$ cat src/rtl/alu_req_issuer_if.sv
// Request / ALU / response signal bundle for alu_req_issuer.
// req_use_acc is present only when ALU_ACCUM_EN is defined.
interface alu_req_issuer_if #(
    parameter int WIDTH = 8,
    parameter int TAG_W = 4
);
    logic             req_valid;
    logic             req_ready;
    logic [WIDTH-1:0] req_a;
    logic [WIDTH-1:0] req_b;
    logic [2:0]       req_op;
    logic [TAG_W-1:0] req_tag;
`ifdef ALU_ACCUM_EN
    logic             req_use_acc;
`endif
    logic [WIDTH-1:0] alu_a;
    logic [WIDTH-1:0] alu_b;
    logic [2:0]       alu_op;
    logic [WIDTH-1:0] alu_result;
    logic             alu_zero;
    logic             alu_overflow;
    logic             alu_carry;
    logic             rsp_valid;
    logic             rsp_ready;
    logic [WIDTH-1:0] rsp_result;
    logic [2:0]       rsp_flags;
    logic [TAG_W-1:0] rsp_tag;

    modport master (
`ifdef ALU_ACCUM_EN
        output req_use_acc,
`endif
        output req_valid, req_a, req_b, req_op, req_tag,
        input  req_ready,
        input  alu_a, alu_b, alu_op,
        output alu_result, alu_zero, alu_overflow, alu_carry,
        input  rsp_valid, rsp_result, rsp_flags, rsp_tag,
        output rsp_ready
    );

    modport slave (
`ifdef ALU_ACCUM_EN
        input  req_use_acc,
`endif
        input  req_valid, req_a, req_b, req_op, req_tag,
        output req_ready,
        output alu_a, alu_b, alu_op,
        input  alu_result, alu_zero, alu_overflow, alu_carry,
        output rsp_valid, rsp_result, rsp_flags, rsp_tag,
        input  rsp_ready
    );
endinterface

$ cat src/rtl/alu_req_issuer.sv
// Issue stage + credit-managed response FIFO in front of a combinational ALU.
// Optional macro ALU_ACCUM_EN adds an accumulator usable as operand A (req_use_acc).
module alu_req_issuer #(
    parameter int WIDTH     = 8,
    parameter int TAG_W     = 4,
    parameter int RSP_DEPTH = 4
) (
    input  logic           clk,
    input  logic           rst,
    alu_req_issuer_if.slave bus,
    input  logic           clr_sticky_i,
    output logic           sticky_ovf_o,
    output logic           sticky_carry_o,
    output logic [15:0]    op_count_o
);
    localparam int PTR_W = (RSP_DEPTH > 1) ? $clog2(RSP_DEPTH) : 1;
    localparam int CNT_W = PTR_W + 1;

    typedef enum logic {IDLE, ISSUE} state_e;

    typedef struct packed {
        logic [WIDTH-1:0] result;
        logic [2:0]       flags;
        logic [TAG_W-1:0] tag;
    } rsp_t;

    state_e           state_q, state_d;
    rsp_t             mem_q [RSP_DEPTH];
    rsp_t             last_q;
    rsp_t             wr_entry;
    rsp_t             head;
    logic [PTR_W-1:0] wr_ptr_q, rd_ptr_q;
    logic [CNT_W-1:0] count_q, count_d;
    logic [WIDTH-1:0] a_q, b_q;
    logic [2:0]       op_q;
    logic [TAG_W-1:0] tag_q;
    logic             sticky_ovf_q, sticky_ovf_d;
    logic             sticky_carry_q, sticky_carry_d;
    logic [15:0]      op_count_q;
    logic             accept, push, pop, issue_busy, req_ready;
    logic [WIDTH-1:0] a_sel;

    // FSM: state register
    always_ff @(posedge clk or posedge rst) begin
        if (rst) state_q <= IDLE;
        else     state_q <= state_d;
    end

    // FSM: next state
    always_comb begin
        state_d = IDLE;
        if (accept) state_d = ISSUE;
    end

    // FSM: outputs; credit counts the in-flight issue as an occupied FIFO slot
    always_comb begin
        issue_busy = (state_q == ISSUE);
        push       = issue_busy;
        req_ready  = !rst &&
                     (({1'b0, count_q} + {{CNT_W{1'b0}}, issue_busy}) < (CNT_W+1)'(RSP_DEPTH));
    end

    assign accept = bus.req_valid & req_ready;
    assign pop    = bus.rsp_valid & bus.rsp_ready;

`ifdef ALU_ACCUM_EN
    logic [WIDTH-1:0] acc_q;

    always_ff @(posedge clk or posedge rst) begin
        if (rst)       acc_q <= '0;
        else if (push) acc_q <= bus.alu_result;
    end

    // Back-to-back issue forwards the result being captured this cycle
    always_comb begin
        a_sel = bus.req_a;
        if (bus.req_use_acc) a_sel = issue_busy ? bus.alu_result : acc_q;
    end
`else
    always_comb a_sel = bus.req_a;
`endif

    always_comb begin
        wr_entry.result = bus.alu_result;
        wr_entry.flags  = {bus.alu_overflow, bus.alu_carry, bus.alu_zero};
        wr_entry.tag    = tag_q;

        count_d = count_q;
        case ({push, pop})
            2'b10:   count_d = count_q + CNT_W'(1);
            2'b01:   count_d = count_q - CNT_W'(1);
            default: count_d = count_q;
        endcase

        sticky_ovf_d   = (clr_sticky_i ? 1'b0 : sticky_ovf_q)   | (push & bus.alu_overflow);
        sticky_carry_d = (clr_sticky_i ? 1'b0 : sticky_carry_q) | (push & bus.alu_carry);
    end

    always_ff @(posedge clk or posedge rst) begin
        if (rst) begin
            a_q            <= '0;
            b_q            <= '0;
            op_q           <= '0;
            tag_q          <= '0;
            wr_ptr_q       <= '0;
            rd_ptr_q       <= '0;
            count_q        <= '0;
            last_q         <= '0;
            sticky_ovf_q   <= 1'b0;
            sticky_carry_q <= 1'b0;
            op_count_q     <= '0;
            for (int unsigned i = 0; i < RSP_DEPTH; i++) mem_q[i] <= '0;
        end else begin
            if (accept) begin
                a_q   <= a_sel;
                b_q   <= bus.req_b;
                op_q  <= bus.req_op;
                tag_q <= bus.req_tag;
            end
            if (push) begin
                mem_q[wr_ptr_q] <= wr_entry;
                wr_ptr_q        <= wr_ptr_q + PTR_W'(1);
                op_count_q      <= op_count_q + 16'd1;
            end
            if (pop) begin
                last_q   <= mem_q[rd_ptr_q];
                rd_ptr_q <= rd_ptr_q + PTR_W'(1);
            end
            count_q        <= count_d;
            sticky_ovf_q   <= sticky_ovf_d;
            sticky_carry_q <= sticky_carry_d;
        end
    end

    // Empty FIFO shows the most recently popped entry
    always_comb begin
        head = last_q;
        if (count_q != '0) head = mem_q[rd_ptr_q];
    end

    assign bus.req_ready  = req_ready;
    assign bus.alu_a      = a_q;
    assign bus.alu_b      = b_q;
    assign bus.alu_op     = op_q;
    assign bus.rsp_valid  = (count_q != '0);
    assign bus.rsp_result = head.result;
    assign bus.rsp_flags  = head.flags;
    assign bus.rsp_tag    = head.tag;
    assign sticky_ovf_o   = sticky_ovf_q;
    assign sticky_carry_o = sticky_carry_q;
    assign op_count_o     = op_count_q;
endmodule

$ cat src/flat_wrapper.sv
// flat-port wrapper written by rule: the top's interface ports become plain ports
module alu_req_issuer_flat 
#(
    parameter int WIDTH     = 8,
    parameter int TAG_W     = 4,
    parameter int RSP_DEPTH = 4
)
  (clk, rst, clr_sticky_i, sticky_ovf_o, sticky_carry_o, op_count_o, bus_req_valid, bus_req_a, bus_req_b, bus_req_op, bus_req_tag, bus_req_ready, bus_alu_a, bus_alu_b, bus_alu_op, bus_alu_result, bus_alu_zero, bus_alu_overflow, bus_alu_carry, bus_rsp_valid, bus_rsp_result, bus_rsp_flags, bus_rsp_tag, bus_rsp_ready);
  alu_req_issuer_if #(.WIDTH(WIDTH), .TAG_W(TAG_W)) bus_i ();
  input  logic clk;
  input  logic rst;
  input  logic clr_sticky_i;
  output logic sticky_ovf_o;
  output logic sticky_carry_o;
  output logic [15:0] op_count_o;
  input wire logic [$bits(bus_i.req_valid)-1:0] bus_req_valid;
  input wire logic [$bits(bus_i.req_a)-1:0] bus_req_a;
  input wire logic [$bits(bus_i.req_b)-1:0] bus_req_b;
  input wire logic [$bits(bus_i.req_op)-1:0] bus_req_op;
  input wire logic [$bits(bus_i.req_tag)-1:0] bus_req_tag;
  output wire logic [$bits(bus_i.req_ready)-1:0] bus_req_ready;
  output wire logic [$bits(bus_i.alu_a)-1:0] bus_alu_a;
  output wire logic [$bits(bus_i.alu_b)-1:0] bus_alu_b;
  output wire logic [$bits(bus_i.alu_op)-1:0] bus_alu_op;
  input wire logic [$bits(bus_i.alu_result)-1:0] bus_alu_result;
  input wire logic [$bits(bus_i.alu_zero)-1:0] bus_alu_zero;
  input wire logic [$bits(bus_i.alu_overflow)-1:0] bus_alu_overflow;
  input wire logic [$bits(bus_i.alu_carry)-1:0] bus_alu_carry;
  output wire logic [$bits(bus_i.rsp_valid)-1:0] bus_rsp_valid;
  output wire logic [$bits(bus_i.rsp_result)-1:0] bus_rsp_result;
  output wire logic [$bits(bus_i.rsp_flags)-1:0] bus_rsp_flags;
  output wire logic [$bits(bus_i.rsp_tag)-1:0] bus_rsp_tag;
  input wire logic [$bits(bus_i.rsp_ready)-1:0] bus_rsp_ready;
  assign bus_i.req_valid = bus_req_valid;
  assign bus_i.req_a = bus_req_a;
  assign bus_i.req_b = bus_req_b;
  assign bus_i.req_op = bus_req_op;
  assign bus_i.req_tag = bus_req_tag;
  assign bus_req_ready = bus_i.req_ready;
  assign bus_alu_a = bus_i.alu_a;
  assign bus_alu_b = bus_i.alu_b;
  assign bus_alu_op = bus_i.alu_op;
  assign bus_i.alu_result = bus_alu_result;
  assign bus_i.alu_zero = bus_alu_zero;
  assign bus_i.alu_overflow = bus_alu_overflow;
  assign bus_i.alu_carry = bus_alu_carry;
  assign bus_rsp_valid = bus_i.rsp_valid;
  assign bus_rsp_result = bus_i.rsp_result;
  assign bus_rsp_flags = bus_i.rsp_flags;
  assign bus_rsp_tag = bus_i.rsp_tag;
  assign bus_i.rsp_ready = bus_rsp_ready;
  alu_req_issuer #(.WIDTH(WIDTH), .TAG_W(TAG_W), .RSP_DEPTH(RSP_DEPTH)) u_core (.clk(clk), .rst(rst), .bus(bus_i), .clr_sticky_i(clr_sticky_i), .sticky_ovf_o(sticky_ovf_o), .sticky_carry_o(sticky_carry_o), .op_count_o(op_count_o));
endmodule
$ cat config.mk
export PLATFORM = sky130hd
export DESIGN_NAME = alu_req_issuer_flat
export DESIGN_NICKNAME = d
export VERILOG_FILES = /design/src/rtl/alu_req_issuer_if.sv /design/src/rtl/alu_req_issuer.sv /design/src/flat_wrapper.sv
export SDC_FILE = /design/constraint.sdc
export NUM_CORES = 1
export LEC_CHECK = 0
export BUFFER_PORTS_ARGS = -buffer_cell sky130_fd_sc_hd__buf_2
export CORE_MARGIN = 10
export CORE_UTILIZATION = 42
export DETAILED_ROUTE_END_ITERATION = 12
export MAX_ROUTING_LAYER = met4
export PLACE_DENSITY = 0.64
export SLEW_MARGIN = 10
export SYNTH_ARGS = -nofsm -noshare
export SYNTH_HDL_FRONTEND = slang
export SYNTH_SLANG_ARGS = --single-unit
export TNS_END_PERCENT = 100
$ cat constraint.sdc
create_clock -name clk -period 4.3 [get_ports clk]
set_input_delay 0.86 -clock clk [delete_from_list [all_inputs] [get_ports clk]]
set_output_delay 0.86 -clock clk [all_outputs]
set_load 0.02 [all_outputs]
=== After elaboration in Yosys (flattened, before gate mapping) ===
Index checks and enable logic that the tools add are counted.

* Register bits after elaboration: 124
* Word-level logic and storage cells: 62

* Order comparisons: 4
* Reductions and logical operators: 5
* Bitwise gates (word level): 8
* Eq/ne operators: 2
* $add $sub $neg: 6
* Muxes and demuxes: 11

{| class="wikitable"
|+ Operators with widths
! kind !! number
|-
| bitwise mux 60 bit || 1
|-
| two-way mux 15 bit || 4
|-
| binary-select mux 15 bit (select 2 bit) || 1
|-
| demux 15 bit (select 2 bit) || 1
|-
| adder 16 x 1 -> 16 bit (second input constant) || 1
|-
| >= comparator 3 bit (second input constant) || 2
|-
| inverter 2 -> 3 bit || 2
|-
| case mux 3 bit (2 select lines) || 1
|-
| adder 2 x 1 -> 2 bit (second input constant) || 2
|-
| adder 3 x 1 -> 4 bit || 1
|-
| AND 1 bit || 4
|-
| < comparator 4 x 3 -> 1 bit (second input constant) || 1
|-
| adder 3 x 1 -> 3 bit (second input constant) || 1
|-
| < comparator 3 x 1 -> 1 bit (second input constant) || 1
|-
| two-way mux 1 bit || 3
|-
| nonzero test 3 bit || 1
|-
| subtractor 3 x 1 -> 3 bit (second input constant) || 1
|-
| equality test 2 x 1 -> 1 bit (second input constant) || 1
|-
| equality test 2 bit (second input constant) || 1
|-
| logical AND 1 bit || 2
|-
| bitwise OR 1 bit || 2
|-
| nonzero test 2 bit || 1
|-
| zero test 1 bit || 1
|}

=== Longest topological paths before layout ===
Gate-level depths: netlist of the first run.

* Word-level depth: 6
* Gate-level depth with buffers: 11

=== Worst setup path before layout of the first run ===
Ideal clock, no wire load.

* Kind: reg-to-output
* From: register u_core.rd_ptr_q[0]
* To: output port bus_rsp_result[0]
* Data arrival time: 1.698 ns
* Data required time: 3.440 ns
* Slack: 1.742 ns
* Stages on the path, launching flop included: 5
* Path through: dfrtp_1 buf_2 buf_2 mux4_2 mux2_2

* Word-level cells in the longest chain between the ends: 5

{| class="wikitable"
|+ RTL lines
! item !! line !! RTL
|-
| start: declaration || alu_req_issuer.sv:32 || <nowiki>logic [PTR_W-1:0] wr_ptr_q, rd_ptr_q;</nowiki>
|-
| start signal: assignment || alu_req_issuer.sv:127 || <nowiki>rd_ptr_q <= rd_ptr_q + PTR_W'(1);</nowiki>
|-
| inverter 2 -> 3 bit (not written as such) || alu_req_issuer.sv:138 || <nowiki>if (count_q != '0) head = mem_q[rd_ptr_q];</nowiki>
|-
| binary-select mux 15 bit (select 2 bit) || alu_req_issuer.sv:138 ||
|-
| two-way mux 15 bit (not written as such) (2 in a row) || alu_req_issuer.sv:138 ||
|-
| two-way mux 15 bit || alu_req_issuer.sv:138 ||
|-
| end: declaration || flat_wrapper.sv:30 || <nowiki>output wire logic [$bits(bus_i.rsp_result)-1:0] bus_rsp_result;</nowiki>
|}

Every way passes these cells. The select of a mux whose other input is x is not followed.

=== Final worst setup path of the first run ===
* From: register u_core.rd_ptr_q[0]
* To: output port bus_rsp_result[2]

The elaborated chain is that of the path after synthesis.

==> results of run 1 <==
## synth_stat cells, drive strengths merged, types with 2 or more instances
cell type,number,area (um^2)
and3,2,12.5
mux2,114,1310
mux4,15,338
ha,6,75.1
nor2,4,15.0
buf,10,77.6
nand2,15,56.3
xnor2,11,96.3
clkbuf,6,22.5
inv,10,37.5
or3,2,12.5
dfrtp,124,3100
xor2,10,87.6
nand4,5,31.3
o21ai,3,15.0
## per-layer routing
metal  global-route usage [%]  up-vias
met5                        -        -
met4                     3.48        0
met3                     5.00        6
met2                     21.4       56
met1                     16.0     1641
li1                         -     1427
## power groups by stage
stage               Combinational (mW)  Clock [mW]  Sequential (mW)
global placement                  1.98           0             2.03
detailed placement                2.03           0             2.07
finish                            2.00        1.26             2.05
floorplan                         1.46           0             2.06
CTS                               2.04        1.30             2.06
global route                      2.18        1.36             2.13
## cell usage in the layout (no fill, tap or decap), drive strengths merged
cell	count
clkinv	2
buf	95
ha	6
diode	1
o21ai	3
mux2i	1
dfrtp	124
nor4	1
nand3	1
clkbuf	25
nor2	4
a311oi	1
bufinv	1
nor2b	1
and4	1
or3	2
and3	2
nand2b	1
fa	1
mux4	15
mux2	114
inv	10
and2	1
nand2	15
xnor2	11
nand4	5
xor2	10
## state kept, by name (all words and copies together), names as in the netlist
signal	count
u_core.sticky_ovf_o	1
u_core.bus.alu_op	3
u_core.issue_busy	1
u_core.bus.alu_a	8
u_core.sticky_carry_o	1
u_core.last_q	15
u_core.mem_q	60
u_core.bus.alu_b	8
u_core.rd_ptr_q	2
u_core.tag_q	4
u_core.op_count_o	16
u_core.wr_ptr_q	2
u_core.count_q	3
## final cells by class
type	instances	area (um^2)	area share, %
inverter	10	40.0	0.617
timing repair buffer	95	483	7.44
clock inverter	3	40.0	0.617
clock buffer	25	475	7.33
antenna	1	2.50	0.0386
tap	172	215	3.32
sequential	124	3100	47.8
multi-input combinational	196	2130	32.8
## per-stage QoR
step | cell area (um^2) | setup slack [ps] | util [%] | power [mW]
3_5_place_dp | 5970 | 1350 | 47.5 | 4.11
6_report | 6490 | 988 | 51.6 | 5.31
3_3_place_gp | 5970 | 1370 | 47.5 | 4.01
2_1_floorplan | 5370 | 141 | - | 3.52
5_1_grt | 6490 | 802 | 51.6 | 5.67
4_1_cts | 6490 | 907 | 51.6 | 5.40
## cells by family (layout without fill, tap and decap cells)
group	after synthesis	count (layout)
AO/OA/AOI/OAI	4	4
multiplexers	130	130
AND/OR/NAND/NOR	34	34
XOR/XNOR	21	21
other	0	1
buffers and inverters	26	133
flip-flops	124	124
adder cells (fa/ha/maj)	7	7
## worst paths after layout
| path | end |
|---|---|
| max in group asynchronous | u_core.op_count_o[4] |
| hold reg to reg | u_core.op_count_o[15] |
| setup reg to reg | u_core.count_q[2] |
| min in group asynchronous | u_core.count_q[2] |
| hold / removal | u_core.op_count_o[15] |
| setup / recovery | bus_rsp_result[2] |
==> flow_metrics.py, run 1 <==
metrics = {
    "status": {
        "outcome": "completed",
    },
    "power": {
        "p_switching_mw": 1.73,
        "peakVddDrop_mv": 0.424,
        "power_frac_comb_pct": 37.7,
        "power.density_nw_per_um2": 818,
        "p_clk_share_pct": 23.7,
        "p_seq_share_pct": 38.6,
        "p_int_mw": 3.57,
        "swShare_pct": 32.7,
        "total_leakage_power_nw": 3.03,
    },
    "place": {
        "port-buffer-count": 92,
        "gp_congestion": 0.735,
        "dp_hpwl_um": 7660,
        "dp_cells": 597,
    },
    "global_routing": {
        "gr-usage-all-layers_pct": 13.5,
        "grt_max_degree": 70,
        "grt_pass1_vias": 3521,
        "grt_overflow": 0,
        "antenna_found_initial": 1,
        "grt_pass1_wl_um": 18500,
    },
    "synth": {
        "synth_compound_area_share_pct": 0.443,
        "syn_avg_cell_area_um2": 15.5,
        "yosys.area_share.simple_pct": 3.15,
        "syn_area_um2": 5370,
        "ys_ff_latch": 124,
        "synth-main-ff-cell": "dfrtp_1",
        "synthCells": 346,
        "ys_types": 27,
        "synthAdderAreaFrac_pct": 1.77,
        "synth_top_family_by_area": "multiplexers",
        "synth-async-reset-ratio_pct": 100,
        "yosys_warnings": 0,
        "seq_area_frac_synth_pct": 57.8,
        "syn_nets": 392,
        "synthMuxAreaShare_pct": 30.9,
        "synthXorXnorAreaFrac_pct": 3.42,
        "synth_edf_count": 0,
    },
    "drt": {
        "drc": 0,
        "top_layer": "met4",
        "wl_per_cell_um": 17.9,
        "dr_wl_met3_um": 477,
        "totalWireLength_um": 11200,
        "route.met2.wl_um": 5580,
        "drt_pass1_iterations": 4,
        "m1WireLength_um": 5050,
        "drtIter0Drc": 212,
        "vias": 3130,
        "ant_nets": 0,
        "avgViaCountPerCell": 5.00,
    },
    "timing": {
        "fin_crit_sh_pct": 77.0,
        "finalSetupViolCount": 0,
        "finalHoldViolCount": 0,
        "tns_ps": 0,
        "fin_hold_ws_ps": 472,
        "final_max_slew_viol_count": 0,
        "finClkSkew_ps": 6.54,
        "worst_pin_slew_ps": 1010,
        "max_freq_mhz": 302,
        "period_minus_slack_ps": 3310,
        "slew_headroom_pct": 32.6,
        "rsz0062_at_grt": "no",
    },
    "floorplanning": {
        "start_util_pct": 42.7,
        "io_pins": 93,
        "coreArea_um2": 12600,
        "die_area_um2": 17700,
        "row_count": 41,
        "die_y_um": 133,
        "die_w_um": 133,
    },
    "worst_setup_path": {
        "crit_fanout": 11,
        "startpoint_type": "flop",
        "cp.required_ps": 3440,
        "cp_cell_sequence": "buf_4, mux4_2, mux2_2, buf_2",
        "path_depth": 4,
        "r2r-start": "u_core.count_q[0]",
        "rr_worst_depth": 8,
        "ff2ff_setup_slack_ps": 1480,
        "crit_start": "u_core.rd_ptr_q[0]",
        "cpLargestDelayFamily": "multiplexers",
        "cp_num_buf_inv": 2,
        "critPathCaptureType": "output port",
        "slowest_delay_ps": 760,
        "cp_slowest_cell": "dfrtp_1",
        "cp_data_arrival_time_ps": 2450,
        "criticalPathCategory": "flop to output port",
    },
    "hold_path": {
        "hold_path_startpoint": "u_core.op_count_o[15]",
        "hold_path_depth": 1,
        "hold_path_class": "flop to flop",
    },
    "clock_tree": {
        "clkTransAtPathRegs_ps": 50,
        "post_cts_buffers": 0,
        "cts_tree": "done",
        "clk_latency_ps": 400,
        "cts-root-buf": "clkbuf_16",
        "ctsResizeCount": 0,
        "clk_path_buf_depth": 2,
        "htreeDepth": 4,
        "hold_buffers": 0,
        "clock_sinks": 124,
        "cts-buffers-inserted": 17,
    },
    "cells_and_area": {
        "fin_cells": 626,
        "syn_to_final_growth_pct": 20.8,
        "fin_nets": 490,
        "layout-drive-gt1-share_pct": 54.7,
        "fillers": 1096,
    },
    "run": {
        "drv_cap": 0,
    },
}
(Power assumes the default switching activity.)
==> run 2: changes to the inputs <==
clock period = 2.95 ns   (was 4.3 ns; I/O delays follow)
==> run 2 against run 1 <==
Against the previous run: sequential cell count unchanged; sequential share of layout area decreased by 0.76 points; sequential power increased by 42%; combinational power increased by 52%; final area increased by 1.6%; total power increased by 48%; worst setup slack got worse by 690 ps; clock skew decreased by 1.1 ps; final cell count increased by 1.4%; count of clock-buffer cells in the layout decreased by 1; global-route usage increased by 0.18 points; worst hold slack got worse by 120 ps; critical path type unchanged.
==> flow_metrics.py, run 2 (synthesis gave the netlist of run 1 again) <==
metrics = {
    "clock_tree": {
        "clk_latency_ps": 410,
        "clk_path_buf_depth": 2,
        "clock_sinks": 124,
        "hold_buffers": 0,
        "post_cts_buffers": 0,
        "htreeDepth": 4,
        "cts_tree": "done",
        "cts-root-buf": "clkbuf_16",
        "ctsResizeCount": 0,
        "cts-buffers-inserted": 17,
        "clkTransAtPathRegs_ps": 50,
    },
    "place": {
        "dp_cells": 602,
        "gp_congestion": 0.697,
        "dp_hpwl_um": 7640,
        "port-buffer-count": 92,
    },
    "global_routing": {
        "grt_overflow": 0,
        "grt_max_degree": 54,
        "antenna_found_initial": 1,
        "grt_pass1_wl_um": 18500,
        "gr-usage-all-layers_pct": 13.7,
        "grt_pass1_vias": 3489,
    },
    "floorplanning": {
        "io_pins": 93,
        "row_count": 41,
        "die_area_um2": 17700,
        "die_w_um": 133,
        "coreArea_um2": 12600,
        "start_util_pct": 42.7,
        "die_y_um": 133,
    },
    "cells_and_area": {
        "fillers": 1080,
        "fin_nets": 495,
        "top_register": "u_core.mem_q",
        "fin_cells": 635,
        "syn_to_final_growth_pct": 22.8,
        "final_common_cell": "dfrtp_1",
        "multi_input_area_um2": 2130,
        "largest_register_ffs": 60,
        "layout-drive-gt1-share_pct": 56.3,
        "final_cell_mix": "dfrtp_1, mux2_2, buf_2",
        "area.sequential_um2": 3100,
    },
    "power": {
        "peakVddDrop_mv": 0.588,
        "power_frac_comb_pct": 38.4,
        "total_leakage_power_nw": 3.09,
        "p_clk_share_pct": 24.6,
        "swShare_pct": 32.8,
        "p_seq_share_pct": 37.0,
        "p_int_mw": 5.29,
        "p_switching_mw": 2.59,
        "finalPower_mw": 7.88,
        "power.density_nw_per_um2": 1190,
    },
    "status": {
        "outcome": "completed",
    },
    "timing": {
        "max_freq_mhz": 378,
        "finalHoldViolCount": 0,
        "fin_crit_sh_pct": 89.7,
        "finalSetupViolCount": 0,
        "final_max_slew_viol_count": 0,
        "rsz0062_at_grt": "no",
        "slew_headroom_pct": 41.4,
        "finClkSkew_ps": 5.44,
        "period_minus_slack_ps": 2650,
        "worst_pin_slew_ps": 877,
        "tns_ps": 0,
    },
    "run": {
        "drv_cap": 0,
    },
    "drt": {
        "totalWireLength_um": 11100,
        "vias": 3127,
        "drc": 0,
        "wl_per_cell_um": 17.5,
        "ant_nets": 0,
        "drtIter0Drc": 211,
        "drt_pass1_iterations": 4,
        "avgViaCountPerCell": 4.92,
    },
    "worst_setup_path": {
        "cp_slowest_cell": "or3_1",
        "cp_cell_sequence": "or3_1, buf_4, mux2_2, buf_2",
        "ff2ff_setup_slack_ps": 620,
        "cp.required_ps": 2360,
        "cp_data_arrival_time_ps": 2060,
        "crit_fanout": 10,
        "critPathCaptureType": "output port",
        "criticalPathCategory": "flop to output port",
        "slowest_delay_ps": 540,
        "startpoint_type": "flop",
    },
    "hold_path": {
        "hold_path_class": "primary input to async pin",
    },
}
-- run 2: cell types whose count changed in the layout (fill, tap and decap cells not counted), sizes merged --
cell      delta
buf          +5
clkinv       +5
clkbuf       -1
clkinvlp     +1
inv          -1
-- run 2: area by class of cell --
cell class              instances  share of cell area, %
flip-flops and latches        124                   47.1
multi-input cells             196                   32.3
repair buffers                100                   8.27
clock buffers                  24                   7.46
well taps                     172                   3.26
clock inverters                 8                  0.987
inverters                      10                  0.626
diodes                          1                 0.0380
-- run 2: routing by layer --
layer  routed length, um  GRT usage (%)  part of all wire, %
met5                   0              -                    0
met4                 146           5.50                  1.3
met3                 387           4.09                  3.5
met2                5510           21.0                   49
met1                5090           16.6                   46
-- run 2: critical path: cells and delay by family (launching register included) --
kind,cells,cell delay [ps]
muxes,1,280
buffers and inverters,2,420
DFF,1,400
and+or+nand+nor,1,540
-- run 2: worst paths after layout --
check / startpoint / cells after the start / end
min in group clk: clr_sticky_i / 2 / u_core.sticky_ovf_o
setup / recovery: u_core.count_q[0] / 4 / bus_rsp_result[4]
hold reg to reg: u_core.op_count_o[15] / 1 / u_core.op_count_o[15]
setup reg to reg: u_core.count_q[2] / 8 / u_core.count_q[2]
hold / removal: rst / 2 / u_core.count_q[2]
max in group asynchronous: rst / 3 / u_core.mem_q[49]
-- run 2: power by group through the flow --
stage | clock [mW] | sequential [mW] | combinational (mW)
finish | 1.94 | 2.91 | 3.03
global route | 2.07 | 3.02 | 3.29
detailed placement | 0 | 2.94 | 3.08
CTS | 2.00 | 2.92 | 3.09
global placement | 0 | 2.89 | 3.03
floorplan | 0 | 3.00 | 2.13
-- run 2: through the flow --
stage / area (um^2) / hold slack, ps / util [%] / setup slack [ps]
after floorplan: 5370 / 458 / - / 662
after global placement: 6030 / 461 / 48.0 / 709
after detailed placement: 6030 / 463 / 48.0 / 600
after CTS: 6590 / 353 / 52.4 / 253
after global routing: 6590 / 388 / 52.5 / 191
final: 6590 / 351 / 52.5 / 303
